## config.mk

```make
export PLATFORM = sky130hd
export DESIGN_NAME = hazard_scoreboard
export DESIGN_NICKNAME = d
export VERILOG_FILES = /design/src/rtl/hazard_scoreboard.sv
export SDC_FILE = /design/constraint.sdc
export NUM_CORES = 1
export LEC_CHECK = 0
export BUFFER_PORTS_ARGS = -buffer_cell sky130_fd_sc_hd__buf_2
export CORE_MARGIN = 2
export CORE_UTILIZATION = 40
export CTS_CLUSTER_DIAMETER = 80
export DETAILED_ROUTE_END_ITERATION = 16
export GPL_ROUTABILITY_DRIVEN = 0
export PLACE_DENSITY_LB_ADDON = 0.25
export SETUP_SLACK_MARGIN = 0.5
export SLEW_MARGIN = 20
export SYNTH_ARGS = -nofsm -noshare
export SYNTH_HDL_FRONTEND = slang
export SYNTH_SLANG_ARGS = --single-unit
```

## constraint.sdc

```tcl
create_clock -name clk -period 11.8 [get_ports clk]
set_input_delay 2.36 -clock clk [delete_from_list [all_inputs] [get_ports clk]]
set_output_delay 2.36 -clock clk [all_outputs]
set_load 0.005 [all_outputs]
```

## src/rtl/hazard_scoreboard.sv

```systemverilog
// Scoreboard hazard unit beside ID: per-register countdowns for
// long-latency writers, multi-cycle unit occupancy and flush undo.
module hazard_scoreboard #(
    parameter int unsigned REG_AW   = 5,
    parameter int unsigned CNT_W    = 3,
    parameter int unsigned LOAD_LAT = 1,
    parameter int unsigned MC_LAT   = 4,
    parameter int unsigned STAT_W   = 32
) (
    input  logic              clk,
    input  logic              rst,
    input  logic              id_valid,
    input  logic [REG_AW-1:0] id_rs1,
    input  logic [REG_AW-1:0] id_rs2,
    input  logic              id_rs1_used,
    input  logic              id_rs2_used,
    input  logic [REG_AW-1:0] id_rd,
    input  logic              id_reg_write,
    input  logic              id_mem_read,
    input  logic              id_mc_op,
    input  logic              ex_flush,
    output logic              stall,
    output logic [1:0]        stall_cause,
    output logic [STAT_W-1:0] stall_count
);

    localparam int unsigned NREG = 1 << REG_AW;
    localparam logic [CNT_W-1:0] LD_L = CNT_W'(LOAD_LAT);
    localparam logic [CNT_W-1:0] MC_L = CNT_W'(MC_LAT);

    logic [CNT_W-1:0]  pend_q [NREG];
    logic [CNT_W-1:0]  pend_d [NREG];
    logic [CNT_W-1:0]  base   [NREG];
    logic [CNT_W-1:0]  mc_busy_q, mc_busy_d, mc_base;
    logic              last_valid_q, last_valid_d;
    logic [REG_AW-1:0] last_rd_q, last_rd_d;
    logic              last_mc_q, last_mc_d;
    logic [CNT_W-1:0]  last_prev_q, last_prev_d;
    logic [CNT_W-1:0]  last_mc_prev_q, last_mc_prev_d;
    logic [STAT_W-1:0] stall_count_q, stall_count_d;

    logic              raw, strct, issue, flush_hit, rec;
    logic [CNT_W-1:0]  lat, rd_dec;

    function automatic logic [CNT_W-1:0] dec(input logic [CNT_W-1:0] x);
        return (x == '0) ? x : x - 1'b1;
    endfunction

    always_comb begin
        raw = id_valid &&
              ((id_rs1_used && id_rs1 != '0 && pend_q[id_rs1] != '0) ||
               (id_rs2_used && id_rs2 != '0 && pend_q[id_rs2] != '0));
        strct = id_valid && id_mc_op && mc_busy_q != '0;
        stall = raw | strct;
        stall_cause = {strct, raw};
        issue = id_valid && !stall;
    end

    // Flush restores the squashed writer's entries; issue then lands on top.
    always_comb begin
        flush_hit = ex_flush && last_valid_q;
        for (int r = 0; r < NREG; r++) begin
            base[r] = (flush_hit && last_rd_q == REG_AW'(r)) ? last_prev_q : pend_q[r];
            pend_d[r] = dec(base[r]);
        end
        mc_base = (flush_hit && last_mc_q) ? last_mc_prev_q : mc_busy_q;
        mc_busy_d = dec(mc_base);

        lat = id_mc_op ? MC_L : (id_mem_read ? LD_L : '0);
        rec = issue && id_reg_write && id_rd != '0 && lat != '0;
        rd_dec = dec(base[id_rd]);
        if (rec)
            pend_d[id_rd] = (rd_dec > lat) ? rd_dec : lat;
        if (issue && id_mc_op)
            mc_busy_d = MC_L;

        last_valid_d   = issue && !ex_flush;
        last_rd_d      = id_rd;
        last_mc_d      = id_mc_op;
        last_prev_d    = rd_dec;
        last_mc_prev_d = dec(mc_base);

        stall_count_d = stall_count_q;
        if (stall && !(&stall_count_q))
            stall_count_d = stall_count_q + 1'b1;
    end

    always_ff @(posedge clk or negedge rst) begin
        if (!rst) begin
            for (int r = 0; r < NREG; r++)
                pend_q[r] <= '0;
            mc_busy_q      <= '0;
            last_valid_q   <= 1'b0;
            last_rd_q      <= '0;
            last_mc_q      <= 1'b0;
            last_prev_q    <= '0;
            last_mc_prev_q <= '0;
            stall_count_q  <= '0;
        end else begin
            for (int r = 0; r < NREG; r++)
                pend_q[r] <= pend_d[r];
            mc_busy_q      <= mc_busy_d;
            last_valid_q   <= last_valid_d;
            last_rd_q      <= last_rd_d;
            last_mc_q      <= last_mc_d;
            last_prev_q    <= last_prev_d;
            last_mc_prev_q <= last_mc_prev_d;
            stall_count_q  <= stall_count_d;
        end
    end

    assign stall_count = stall_count_q;

endmodule

```

# After elaboration in Yosys (flattened, before gate mapping)
# Cells that the tools add are included.
word_totals:
  register_bits: 144
  latch_bits: 0
  mem_bits_rw: 0
  mem_bits_ro: 0
  in_bits: 24
  out_inout_bits: 35
  mem_count: 0
classes:
  addsub: 35
  mul: 0
  div: 0
  n_lt_le_gt_ge: 5
  eq_ne: 31
  shift: 0
  mux: 84
  bitwise: 4
  n_reduce_logical: 96
op_table:
  columns: ["op", "count"]
  rows:
  - ["$mux W3", 77]
  - ["$logic_not A3 Y1", 34]
  - ["$sub A3 B1 Y3 const B", 34]
  - ["$bwmux W96", 1]
  - ["$mux W96", 1]
  - ["$eq A5 B5 Y1 const B", 16]
  - ["$logic_and A1 B1 Y1", 49]
  - ["$bmux W3 S5", 3]
  - ["$eq A5 B4 Y1 const B", 8]
  - ["$add A32 B1 Y32 const B", 1]
  - ["$reduce_and A32 Y1", 1]
  - ["$eq A5 B3 Y1 const B", 4]
  - ["$ge A6 B6 Y1 const B", 3]
  - ["$not A5 Y6", 3]
  - ["$demux W3 S5", 1]
  - ["$reduce_bool A5 Y1", 3]
  - ["$reduce_bool A3 Y1", 4]
  - ["$eq A5 B2 Y1 const B", 2]
  - ["$lt A6 B1 Y1 const B", 1]
  - ["$eq A5 B1 Y1 const B", 1]
  - ["$logic_not A5 Y1", 1]
  - ["$gt A3 B3 Y1", 1]
  - ["$logic_not A1 Y1", 3]
  - ["$logic_or A1 B1 Y1", 1]
  - ["other kinds (2)", 2]

# Depth between registers and ports, before layout
logic_depth:
  ltp_word: 15
  ltp_mapped: 23
  depth_no_buf: 19

# Worst setup path before layout
# OpenSTA, ideal clock, no wires.
synth_timing:
  path_kind: "input -> output"
  startpoint: "input port id_rs1[1]"
  endpoint: "output port stall_cause[0]"
  t_arrival_ps: 4183
  required_ps: 9440
  slack_ps: 5257
  path_stages: 9
  cell_sequence: "clkbuf_1 -> clkbuf_1 -> mux4_2 -> nand2_1 -> o21ai_0 -> o311ai_0 -> nor3_1 -> nor2_1 -> buf_4"
synth_via:
  elab_chain_len: 8
synth_rtl:
  columns: ["item", "line_no", "rtl"]
  rows:
  - ["start: declaration", "13", "input logic [REG_AW-1:0] id_rs1,"]
  - ["$not A5 Y6 (not written as such)", "51", "((id_rs1_used && id_rs1 != '0 && pend_q[id_rs1] != '0) ||"]
  - ["$bmux W3 S5", "51", null]
  - ["$mux W3 (not written as such) (2 in series)", "51", null]
  - ["$reduce_bool A3 Y1", "51", null]
  - ["$logic_and A1 B1 Y1 (*)", "51", null]
  - ["$logic_or A1 B1 Y1 (*)", "51", null]
  - ["$logic_and A1 B1 Y1 (*)", "50", "raw = id_valid &&"]
  - ["end: declaration", "23", "output logic [1:0] stall_cause,"]
# Every way passes the cells marked *; elsewhere a longest branch is shown, timed or not. The select of a mux whose other input is x is not followed.

==> impl_metrics.py <==
metrics = {
    "clock_network": {
        "root_buffer": "clkbuf_16",
        "clockBufferDepth": 2,
        "cts_resized": 0,
        "clock-sinks": 144,
        "ctsHoldBuffers": 0,
        "numCtsBuffers": 17,
        "path_clk_slew_ps": 80,
        "cts_setup_buffers": 0,
        "h-tree-depth": 4,
        "cts_tree": "built",
        "clk_latency_ps": 450,
    },
    "placed_design": {
        "dpl.hpwl_mm": 26.40,
        "portBuffers": 58,
    },
    "pwr": {
        "power.internal_uw": 1598,
        "switchingPower_uw": 1420,
        "power_density_nw_per_um2": 242.7,
        "clock_power_share_pct": 18.6,
        "p_seq_share_pct": 28.2,
        "ir_worst_vdd_mv": 0.1422,
        "comb_power_share_pct": 53.2,
        "power_uw": 3018,
        "leakage_uw": 0.005410,
        "switching_share_pct": 47.04,
    },
    "worst_setup_path": {
        "critPathCaptureType": "flip-flop",
        "crit_required_ps": 12110,
        "critPathLaunchType": "input port",
        "crit_type": "input port to flip-flop",
        "cp_max_fo": 56,
        "crit_arrival_ps": 8360,
    },
    "cells_and_area": {
        "syn2layout_area_growth_pct": 10.81,
        "drive_gt1_share_pct": 11.54,
        "nets": 1405,
        "fillers": 2695,
    },
    "floorplan": {
        "die-area_sq_um": 29410,
        "start_util_pct": 40.50,
        "fp.dieH_microns": 171.5,
        "rows": 61,
        "ioPinCount": 59,
        "fp.coreArea_sq_um": 27710,
        "die_w_microns": 171.5,
    },
    "route": {
        "drc": 0,
        "num_vias": 10680,
        "drt-vias-per-instance": 6.232,
        "drt_iter0_drc": 1211,
        "drt_pass1_iterations": 6,
        "wire_per_inst_microns": 22.46,
        "drtAntennaViolNets": 0,
        "drt-total-wl_mm": 38.48,
    },
    "sta": {
        "setup_viol": 0,
        "finalWorstPathRequiredPeriod_ps": 8048,
        "max_freq_mhz": 124.2,
        "fin_worst_skew_ps": 17.03,
        "hold_viol_final": 0,
        "slew_headroom_pct": 28.77,
        "final.setup.tns_ps": 0,
        "rsz0062_at_grt": "false",
        "worst_pin_slew_ps": 1060,
        "post-route-period-util_pct": 68.21,
        "slew_viol_final": 0,
    },
    "synthesis": {
        "ys_seq_area_share_pct": 32.11,
        "netlist_area_sq_um": 11220,
        "yosysMostFrequentCell": "nand2_1",
        "synth_top_area_share_pct": 32.11,
        "yosysWarnings": 0,
        "synth_edf_count": 0,
        "synth_common_cells": "146 x nand2_1, 144 x dfrtp_1, 101 x nor2_1",
        "async_reset_ff_share_pct": 100.0,
        "yosysTopAreaCell": "dfrtp_1",
        "ys.flop_type": "dfrtp_1",
        "avgSynthCellArea_sq_um": 8.585,
        "synth_area_leaders": "dfrtp_1 32%, mux2i_1 8.7%, ha_1 6.7%",
        "postSynthCellCount": 1307,
        "syn_nets": 1391,
        "ys_seq_elements": 144,
        "synth_cell_types": 84,
    },
    "global_route": {
        "groute.usage.overall_pct": 26.72,
        "grt_pass1_wl_mm": 59.21,
        "grt_max_degree": 91,
        "grt-ovfl-total": 0,
        "grt_pass1_vias": 10360,
        "antenna_found_initial": 1,
    },
    "worst_hold_path": {
        "hp-class": "flip-flop to flip-flop",
    },
    "run": {
        "maxCapViolCount": 0,
    },
    "outcome": {
        "status": "complete, no violations",
    },
}
kinds of logic (layout without fill, tap and decap cells):
family / after synthesis / count (layout) / share of synthesized area (%)
adders and majority gates: 60 / 60 / 6.690
xor gates and xnor gates: 56 / 56 / 4.371
and+or+nand+nor: 537 / 537 / 24.68
AOI/OAI and AO/OA: 286 / 286 / 16.61
muxes: 115 / 115 / 11.56
DFF: 144 / 144 / 32.11
buffers and inverters: 109 / 136 / 3.970
other: 0 / 1 / 0
layout by cell type (no fill, tap or decap), types with 7 or more instances in the layout:
master / instances
inv_1: 28
mux2i_1: 95
o211ai_1: 17
or3_1: 8
clkbuf_16: 17
nand4b_1: 7
o21ai_0: 56
a31oi_1: 11
o21ai_1: 20
xor2_1: 10
buf_2: 57
nor2b_1: 14
nand2_1: 145
a21oi_1: 82
a211oi_1: 14
nor3b_1: 8
and2_1: 13
nor2_1: 101
nand4_1: 19
buf_4: 18
xnor2_1: 46
and3_1: 14
nor3_1: 67
nand3_1: 65
nor4_1: 12
nand2b_1: 12
mux4_2: 11
dfrtp_1: 144
mux2_2: 7
ha_1: 60
a22oi_1: 10
registers in the layout (all words and copies together), names as in the netlist:
name / cells
last_prev_q: 3
last_mc_q: 1
last_valid_q: 1
last_mc_prev_q: 3
pend_q: 96
mc_busy_q: 3
stall_count: 32
last_rd_q: 5
routing by layer:
metal	vias to the layer above	routed length, microns	part of all wire [%]	GRT usage (%)
li1	4863	-	-	-
met1	5100	16120	42	35.41
met2	588	16900	44	40.77
met3	125	3971	10	7.225
met4	0	1491	3.9	11.97
met5	-	0	0	0
final timing paths:
kind                           startpoint             end  slack [ps]  depth (start not counted)
max                              id_rd[1]      pend_q[38]        3750                         23
min                        stall_count[5]  stall_count[5]         490                          1
max reg2reg                  last_rd_q[2]      pend_q[38]        5440                         21
min reg2reg                stall_count[5]  stall_count[5]         490                          1
max in group asynchronous             rst  last_prev_q[0]        8550                          2
min in group asynchronous             rst      pend_q[47]        2010                          1
through the flow:
step | cells | util, % | area [sq um] | hold slack [ps] | worst slack [ps]
2_1_floorplan | 1307 | - | 11220 | 480.5 | 5257
3_3_place_gp | 1680 | 42.64 | 11810 | 477.5 | 3591
3_5_place_dp | 1680 | 42.64 | 11810 | 479.6 | 3447
4_1_cts | 1712 | 44.84 | 12420 | 500.8 | 3884
5_1_grt | 1712 | 44.87 | 12430 | 513.9 | 3451
6_report | 1713 | 44.88 | 12430 | 493.9 | 3752
area by class of cell:
class | count | area, sq um | area share (%)
multi-input combinational | 1054 | 7206 | 57.95
sequential | 144 | 3603 | 28.98
tap | 378 | 473.0 | 3.804
timing repair buffer | 76 | 431.7 | 3.472
clock buffer | 17 | 425.4 | 3.422
clock inverter | 15 | 186.4 | 1.499
inverter | 28 | 105.1 | 0.8453
antenna | 1 | 2.502 | 0.02013
power groups by stage:
stage	combinational, uW	clock, uW	sequential [uW]
after detailed placement	1560	0	854
after floorplan	1150	0	797
after global routing	1780	590	870
final	1610	562	850
after CTS	1570	568	845
after global placement	1530	0	853
critical path: stages:
cell	delay [ps]
buf_2	100
buf_4	310
inv_1	590
buf_4	400
nor3_1	90
o21a_1	190
a211oi_1	170
o21ai_1	110
or4_1	530
and4b_1	350
inv_1	90
ha_1	190
inv_1	90
a31oi_2	80
xnor2_1	430
inv_1	100
ha_1	300
a22oi_1	100
nand2b_1	170
o221ai_2	330
mux2i_4	720
buf_4	420
o21ai_0	140
Power figures use the tool's default switching activity.
